[config.mk]
export PLATFORM = sky130hd
export DESIGN_NAME = flag_unit
export DESIGN_NICKNAME = d
export VERILOG_FILES = /design/src/rtl/flag_pkg.sv /design/src/rtl/flag_shadow_stack.sv /design/src/rtl/flag_unit.sv
export SDC_FILE = /design/constraint.sdc
export NUM_CORES = 1
export LEC_CHECK = 0
export ABC_AREA = 1
export CAP_MARGIN = 10
export CELL_PAD_IN_SITES_DETAIL_PLACEMENT = 1
export CELL_PAD_IN_SITES_GLOBAL_PLACEMENT = 1
export CORE_UTILIZATION = 37
export CTS_CLUSTER_DIAMETER = 80
export DETAILED_ROUTE_END_ITERATION = 12
export PLACE_DENSITY = 0.79
export SLEW_MARGIN = 20
export SYNTH_ARGS = -nofsm -noshare
export SYNTH_HDL_FRONTEND = slang
export SYNTH_SLANG_ARGS = --single-unit
[constraint.sdc]
create_clock -name CLK -period 3.29 [get_ports CLK]
set_input_delay 0.329 -clock CLK [delete_from_list [all_inputs] [get_ports CLK]]
set_output_delay 0.329 -clock CLK [all_outputs]
set_load 0.01 [all_outputs]
[src/rtl/flag_pkg.sv]
// Shared constants and types for the RAT status-flag unit.
// Optional build macro FLAG_UNIT_OVF_WRAP_EN selects a circular shadow stack.
package flag_pkg;

  localparam int unsigned FLG_C           = 0;
  localparam int unsigned FLG_Z           = 1;

  localparam int unsigned DEF_NUM_FLAGS   = 2;
  localparam int unsigned DEF_STACK_DEPTH = 4;
  localparam int unsigned DEF_STK_CNT_W   = $clog2(DEF_STACK_DEPTH) + 1;

  typedef logic [DEF_STK_CNT_W-1:0] stk_cnt_t;

endpackage

[src/rtl/flag_shadow_stack.sv]
// Interrupt shadow stack: storage, occupancy count, push/pop/swap arbitration.
// FLAG_UNIT_OVF_WRAP_EN: circular storage, push while full overwrites the oldest entry.
module flag_shadow_stack
  import flag_pkg::*;
#(
  parameter int unsigned NUM_FLAGS   = DEF_NUM_FLAGS,
  parameter int unsigned STACK_DEPTH = DEF_STACK_DEPTH,
  localparam int unsigned AW         = $clog2(STACK_DEPTH),
  localparam int unsigned CW         = $clog2(STACK_DEPTH) + 1
) (
  input  logic                 clk,
  input  logic                 rst,
  input  logic                 push,
  input  logic                 pop,
  input  logic [NUM_FLAGS-1:0] push_data,
  output logic [NUM_FLAGS-1:0] top_c,
  output logic [CW-1:0]        cnt,
  output logic                 full,
  output logic                 empty,
  output logic                 push_valid_c,
  output logic                 pop_valid_c,
  output logic                 err_c
);

  logic [NUM_FLAGS-1:0] mem [STACK_DEPTH];
  logic [CW-1:0]        cnt_q, cnt_n;
  logic                 full_q, empty_q;
  logic [AW-1:0]        head_q;
  logic [AW-1:0]        top_addr, wr_addr;
  logic                 we;
`ifdef FLAG_UNIT_OVF_WRAP_EN
  logic [AW-1:0]        head_n;
`endif

  // Entry addresses are relative to the oldest slot; modulo comes from AW truncation.
  assign top_addr = head_q + AW'(cnt_q) - AW'(1);
  assign top_c    = mem[top_addr];

  always_comb begin
    cnt_n        = cnt_q;
    we           = 1'b0;
    wr_addr      = head_q + AW'(cnt_q);
    push_valid_c = 1'b0;
    pop_valid_c  = 1'b0;
    err_c        = 1'b0;
`ifdef FLAG_UNIT_OVF_WRAP_EN
    head_n       = head_q;
`endif
    if (push && pop) begin
      if (empty_q) begin
        we           = 1'b1;
        cnt_n        = cnt_q + CW'(1);
        push_valid_c = 1'b1;
        err_c        = 1'b1;
      end else begin
        // Swap: top entry takes live flags while live flags take the old top.
        we           = 1'b1;
        wr_addr      = top_addr;
        push_valid_c = 1'b1;
        pop_valid_c  = 1'b1;
      end
    end else if (push) begin
      if (!full_q) begin
        we           = 1'b1;
        cnt_n        = cnt_q + CW'(1);
        push_valid_c = 1'b1;
      end else begin
        err_c = 1'b1;
`ifdef FLAG_UNIT_OVF_WRAP_EN
        we           = 1'b1;
        head_n       = head_q + AW'(1);
        push_valid_c = 1'b1;
`endif
      end
    end else if (pop) begin
      if (!empty_q) begin
        cnt_n       = cnt_q - CW'(1);
        pop_valid_c = 1'b1;
      end else begin
        err_c = 1'b1;
      end
    end
  end

  always_ff @(posedge clk) begin
    if (rst) begin
      cnt_q   <= '0;
      full_q  <= 1'b0;
      empty_q <= 1'b1;
    end else begin
      cnt_q   <= cnt_n;
      full_q  <= (cnt_n == CW'(STACK_DEPTH));
      empty_q <= (cnt_n == '0);
    end
  end

`ifdef FLAG_UNIT_OVF_WRAP_EN
  always_ff @(posedge clk) begin
    if (rst) head_q <= '0;
    else     head_q <= head_n;
  end
`else
  assign head_q = '0;
`endif

  // Contents need no reset; occupancy alone defines validity.
  always_ff @(posedge clk) begin
    if (we && !rst) mem[wr_addr] <= push_data;
  end

  assign cnt   = cnt_q;
  assign full  = full_q;
  assign empty = empty_q;

endmodule

[src/rtl/flag_unit.sv]
// Status-flag register bank with per-bit load/set/clear and interrupt shadow stack.
// FLAG_UNIT_OVF_WRAP_EN is handled inside flag_shadow_stack.
module flag_unit
  import flag_pkg::*;
#(
  parameter int unsigned          NUM_FLAGS     = DEF_NUM_FLAGS,
  parameter int unsigned          STACK_DEPTH   = DEF_STACK_DEPTH,
  parameter logic [NUM_FLAGS-1:0] PUSH_CLR_MASK = '0
) (
  input  logic                         CLK,
  input  logic                         RST,
  input  logic [NUM_FLAGS-1:0]         FLG_LD,
  input  logic [NUM_FLAGS-1:0]         FLG_SET,
  input  logic [NUM_FLAGS-1:0]         FLG_CLR,
  input  logic [NUM_FLAGS-1:0]         FLG_DIN,
  input  logic                         SHAD_PUSH,
  input  logic                         SHAD_POP,
  input  logic                         ERR_CLR,
  output logic [NUM_FLAGS-1:0]         FLAGS,
  output logic [$clog2(STACK_DEPTH):0] STK_CNT,
  output logic                         STK_FULL,
  output logic                         STK_EMPTY,
  output logic                         STK_ERR
);

  logic [NUM_FLAGS-1:0] flags_q, flags_n;
  logic [NUM_FLAGS-1:0] top_c;
  logic                 push_valid_c, pop_valid_c, stk_err_c;
  logic                 err_q, err_n;

  flag_shadow_stack #(
    .NUM_FLAGS   (NUM_FLAGS),
    .STACK_DEPTH (STACK_DEPTH)
  ) u_stack (
    .clk          (CLK),
    .rst          (RST),
    .push         (SHAD_PUSH),
    .pop          (SHAD_POP),
    .push_data    (flags_q),
    .top_c        (top_c),
    .cnt          (STK_CNT),
    .full         (STK_FULL),
    .empty        (STK_EMPTY),
    .push_valid_c (push_valid_c),
    .pop_valid_c  (pop_valid_c),
    .err_c        (stk_err_c)
  );

  // Per-bit priority: clear, set, restore, push mask, load, hold.
  always_comb begin
    flags_n = flags_q;
    err_n   = err_q;
    for (int i = 0; i < NUM_FLAGS; i++) begin
      if (FLG_CLR[i])                              flags_n[i] = 1'b0;
      else if (FLG_SET[i])                         flags_n[i] = 1'b1;
      else if (pop_valid_c)                        flags_n[i] = top_c[i];
      else if (push_valid_c && PUSH_CLR_MASK[i])   flags_n[i] = 1'b0;
      else if (FLG_LD[i])                          flags_n[i] = FLG_DIN[i];
    end
    if (stk_err_c)    err_n = 1'b1;
    else if (ERR_CLR) err_n = 1'b0;
  end

  always_ff @(posedge CLK) begin
    if (RST) begin
      flags_q <= '0;
      err_q   <= 1'b0;
    end else begin
      flags_q <= flags_n;
      err_q   <= err_n;
    end
  end

  assign FLAGS   = flags_q;
  assign STK_ERR = err_q;

endmodule

* Word level (Yosys, flattened, before mapping)
Memory sizes are Yosys's and may differ from the RTL's.
Index checks and enable logic that the tools add are counted.
** Operators by class
- Multiplexer cells :: 30
- Equal/unequal tests :: 1
- $add $sub $neg :: 3
- Reductions and logical operators :: 9
** Operators by type and width (count)
- $mux 1 :: 22
- $mux 3 :: 6
- $reduce_bool 3->1 :: 2
- $mux 2 :: 2
- $reduce_or 2->1 :: 2
- $add 3x1->3 const B :: 1
- $eq 3x3->1 const B :: 1
- $logic_not 3->1 :: 1
- $sub 3x1->3 const B :: 1
- $logic_and 1x1->1 :: 2
- $reduce_bool 2->1 :: 1
- $sub 2x1->2 const B :: 1
- $logic_not 1->1 :: 1
** Word-level totals
- Bits in writable memories :: 8
- Bits in registers :: 8
- Logic and storage cells :: 50
- Input bits :: 13
- Memories kept :: 1
- Output and inout port bits :: 8
** Memories
- u_stack.mem :: depth 4, width 2, read ports 1, clocked after Yosys merged registers in 0, write ports 1, line flag_shadow_stack.sv:25 : logic [NUM_FLAGS-1:0] mem [STACK_DEPTH];

* Depth between registers and ports, before layout
- Word-level depth :: 6
- Mapped depth :: 10
- Gate-level depth less buffers :: 10

* Modules after synthesis
Synthesis repeated with hierarchy kept, for this count alone.
** Second synthesis, totals
- Cells, all modules :: 128
- Area total of the unflattened synthesis :: 925.9 um^2
** By module, submodules not included
- flag_shadow_stack :: times used 1, sequential area each 340.3 um^2, cells each 103, area an instance 765.7 um^2
- flag_unit :: times used 1, sequential area each 60.1 um^2, cells each 25, area an instance 160.2 um^2

* Worst setup path before layout
Ideal clock, no wire load.
- Kind :: flip-flop to flip-flop
- From :: register u_stack.cnt_q[0] (netlist: u_stack.cnt[0])
- To :: memory u_stack.mem[2][0] (netlist name), enable pin
- Setup slack :: 1626 ps
- Library setup time :: 309 ps
- Required time :: 2981 ps
- Clock period less this slack :: 1664 ps
- Path buffers :: 1
- Stages on the path, launching flop included :: 9
- Arrival :: 1356 ps
- Cell sequence :: dfxtp_1 > buf_6 > inv_4 > ha_1 > inv_1 > nand2_1 > o21ai_2 > inv_2 > nor2_1
** On the way
- Longest elaborated chain between the ends :: 3
** RTL lines
- from (decl) :: line flag_shadow_stack.sv:26 : logic [CW-1:0] cnt_q, cnt_n;
- from (signal assigned) :: line flag_shadow_stack.sv:91 : cnt_q <= cnt_n;
- $sub 2x1->2 :: line flag_shadow_stack.sv:36 : assign top_addr = head_q + AW'(cnt_q) - AW'(1);
- $mux 2 :: line flag_shadow_stack.sv:50 : if (empty_q) begin
- $mux 2 * :: line flag_shadow_stack.sv:49 : if (push && pop) begin
- to (decl) :: line flag_shadow_stack.sv:25
Mark *: on every way between the ends. The rest lies on a longest branch, timed or not.

* Final worst setup path
- From :: register u_stack.cnt_q[0] (netlist: u_stack.cnt[0])
- To :: memory u_stack.mem[3][1] (netlist name), enable pin
Same word-level chain as after synthesis.

==> run metrics <==
status=complete, no violations; Antenna Nets Post-Route=0; H-tree levels=1; Root Driver=clkbuf_4; Chip Height=52.2 µm; initial antenna violation count=0; post-cts resize count=0; Worst-path clk slew=0.09 ns; Clock power frac=0.187; post-synth top area share=0.258; Yosys cell types=18; VDD IR max=0.000231 V; Starting Density=0.405; Initial DRC Count=9; I/O Buffers=20; Final nets=171; WP buf/inv=3; Comb pwr share=0.351; Post-CTS Setup Inserts=0; Max Cap Viol=0; Slew headroom=0.701; slowest stage delay, CP=0.60 ns; Max FO, Critical Path=10; Leak Pwr=0.559 nW; P&R area growth vs syn=26.9%; # DRC=0; Syn Std Cell Area=931 µm²; Detail Placement HPWL=2010 µm; Post-Place Worst Slack=1.29 ns; CTS tree=done; worst path arrival time=1.92 ns; pwr dens=465 nW/µm²; Setup crit start kind=flop; cells along the critical path=inv_4, ha_1, inv_1, nand2_1, o21ai_2, inv_2, nor2_1; Horiz. Die Dim=52.2 µm; Slowest-stage cell, CP=dfxtp_1; Synth Net Count=147; routed vias/inst=4.93; setup_tns=0 ns; slack of the critical path=1.36 ns; remaining global-route overflow=0; Min Hold Slack=0.478 ns; via count=902; min cycle time layout=1.93 ns; top cell type by total area after synthesis=edfxtp_1; vias in the first global route=958; Pint=0.000354 W; Tot GR Track Use=0.218; actual transition at the worst max-transition pin=0.448 ns; pin count of the biggest net entering global routing=11; register bit total from synthesis=16; Post-CTS Hold Buffers=0; row count=17; RSZ-0062 raised after global routing=no; final setup violation count=0; final wirelength=2390 µm; GPL Wtd Cong=0.832; routed wire length per instance=13.0 µm; NetSw=0.000195 W; CP required=3.28 ns; Ys Warns=0; period utilization=0.586; Top Ports=21; Hold Crit Class=flop to flop; Cells after Synth=132; Num Clock Sinks=16; area of the multi-input gates=438 µm²; clock tree buffer depth=2; syn avg cell area=7.05 µm²; total area of sequential cells=400 µm²; Seq/Total Area, Yosys=0.430; Sw Ratio=0.355; crit path kind=flop to flop; Hold Fails Final Rpt=0; Num CTS Buffers=3; core area=2300 µm²; Synth area leaders=edfxtp_1 26%, nand2_1 19%, dfxtp_1 17%, nand3_1 7.5%, inv_1 7.3%; Max Clk Rate=518 MHz; Clock Skews=0.00646 ns; Critical Path Sink Type=flop; fill count=320; diode count=0; total die area=2720 µm²; first-pass GRT wire length=4220 µm; Sequential Power Share=0.461; DRT Pass-1 Iters=4; Skew-Pair Late Insertion Delay=0.28 ns; layout cell share with drive strength beyond 1=0.0903; Final Max Tran Viols=0; critical path's top delay family=flip-flops
-- through the flow --
step,utilization,std cells,cell area (µm²),power [W]
after floorplan,-,132,931,0.000376
after global placement,0.503,179,1150,0.000446
after detailed placement,0.503,179,1150,0.000453
after CTS,0.514,183,1180,0.000555
after global routing,0.514,183,1180,0.000593
final,0.514,183,1180,0.000549
-- layer usage --
layer  global-route usage  part of all wire
met4               0.0789             0.011
met2                0.346              0.46
met1                0.295              0.49
met3               0.0351             0.031
met5                    0                 0
-- tightest hold or removal path: stages, from the launching register on --
cell and delay (ns):
dfxtp_1 0.32, nand2_1 0.06, a21oi_1 0.06
-- synth_stat cells --
master / number
a21oi_1: 6
o21ai_0: 5
or2_0: 1
o211ai_1: 1
nor2_1: 10
nand3_1: 14
inv_1: 18
buf_6: 1
edfxtp_1: 8
dfxtp_1: 8
nand2_1: 47
inv_2: 2
nor2_2: 2
inv_4: 1
ha_1: 2
nand3_2: 2
o21ai_2: 1
nand2_2: 3
-- logic make-up (layout without fill, tap and decap cells) --
logic type,count (synthesis),count (layout),share of synthesized area
compound gates,13,13,0.0766
fa+ha+maj,2,2,0.0269
simple gates,79,79,0.367
buf+inv,22,45,0.0995
flops,16,16,0.430
-- final timing paths --
check,start,to,slack (ns),depth (start not counted)
worst min register to register,STK_ERR,STK_ERR,0.48,2
worst max register to register,u_stack.cnt[0],u_stack.mem[3][1],1.36,7
worst min-delay path,STK_ERR,STK_ERR,0.48,2
worst max-delay path,u_stack.cnt[0],u_stack.mem[3][1],1.36,7
-- layout make-up --
class	instances	area share
Inverter	21	0.0689
Multi-Input combinational cell	94	0.371
Timing Repair Buffer	20	0.169
Clock inverter	1	0.00318
Clock buffer	3	0.0191
Tap cell	28	0.0297
Sequential cell	16	0.339
-- placed cells by master, fill, tap and decap left out --
master            n
a21oi_1           6
o21ai_0           5
o21ai_2           1
nor2_1           10
nand2_1          47
inv_2             2
inv_4             1
edfxtp_1          8
o211ai_1          1
or2_0             1
dfxtp_1           8
ha_1              2
nor2_2            2
nand3_2           2
clkdlybuf4s50_1  20
nand3_1          14
nand2_2           3
inv_1            18
clkinv_1          1
clkbuf_4          3
-- state kept, by name, summed over array words and instances, names as in the netlist --
signal,cells
FLAGS,2
u_stack.cnt,3
u_stack.mem,8
u_stack.empty,1
STK_ERR,1
u_stack.full,1
-- power groups by stage --
stage               logic (W)  registers, W  clock network, W
finish               0.000193      0.000253          0.000103
global route         0.000220      0.000256          0.000117
CTS                  0.000197      0.000253          0.000105
detailed placement   0.000195      0.000258                 0
global placement     0.000189      0.000257                 0
floorplan            0.000122      0.000254                 0
Note: power is estimated with default switching activity, not from simulation.
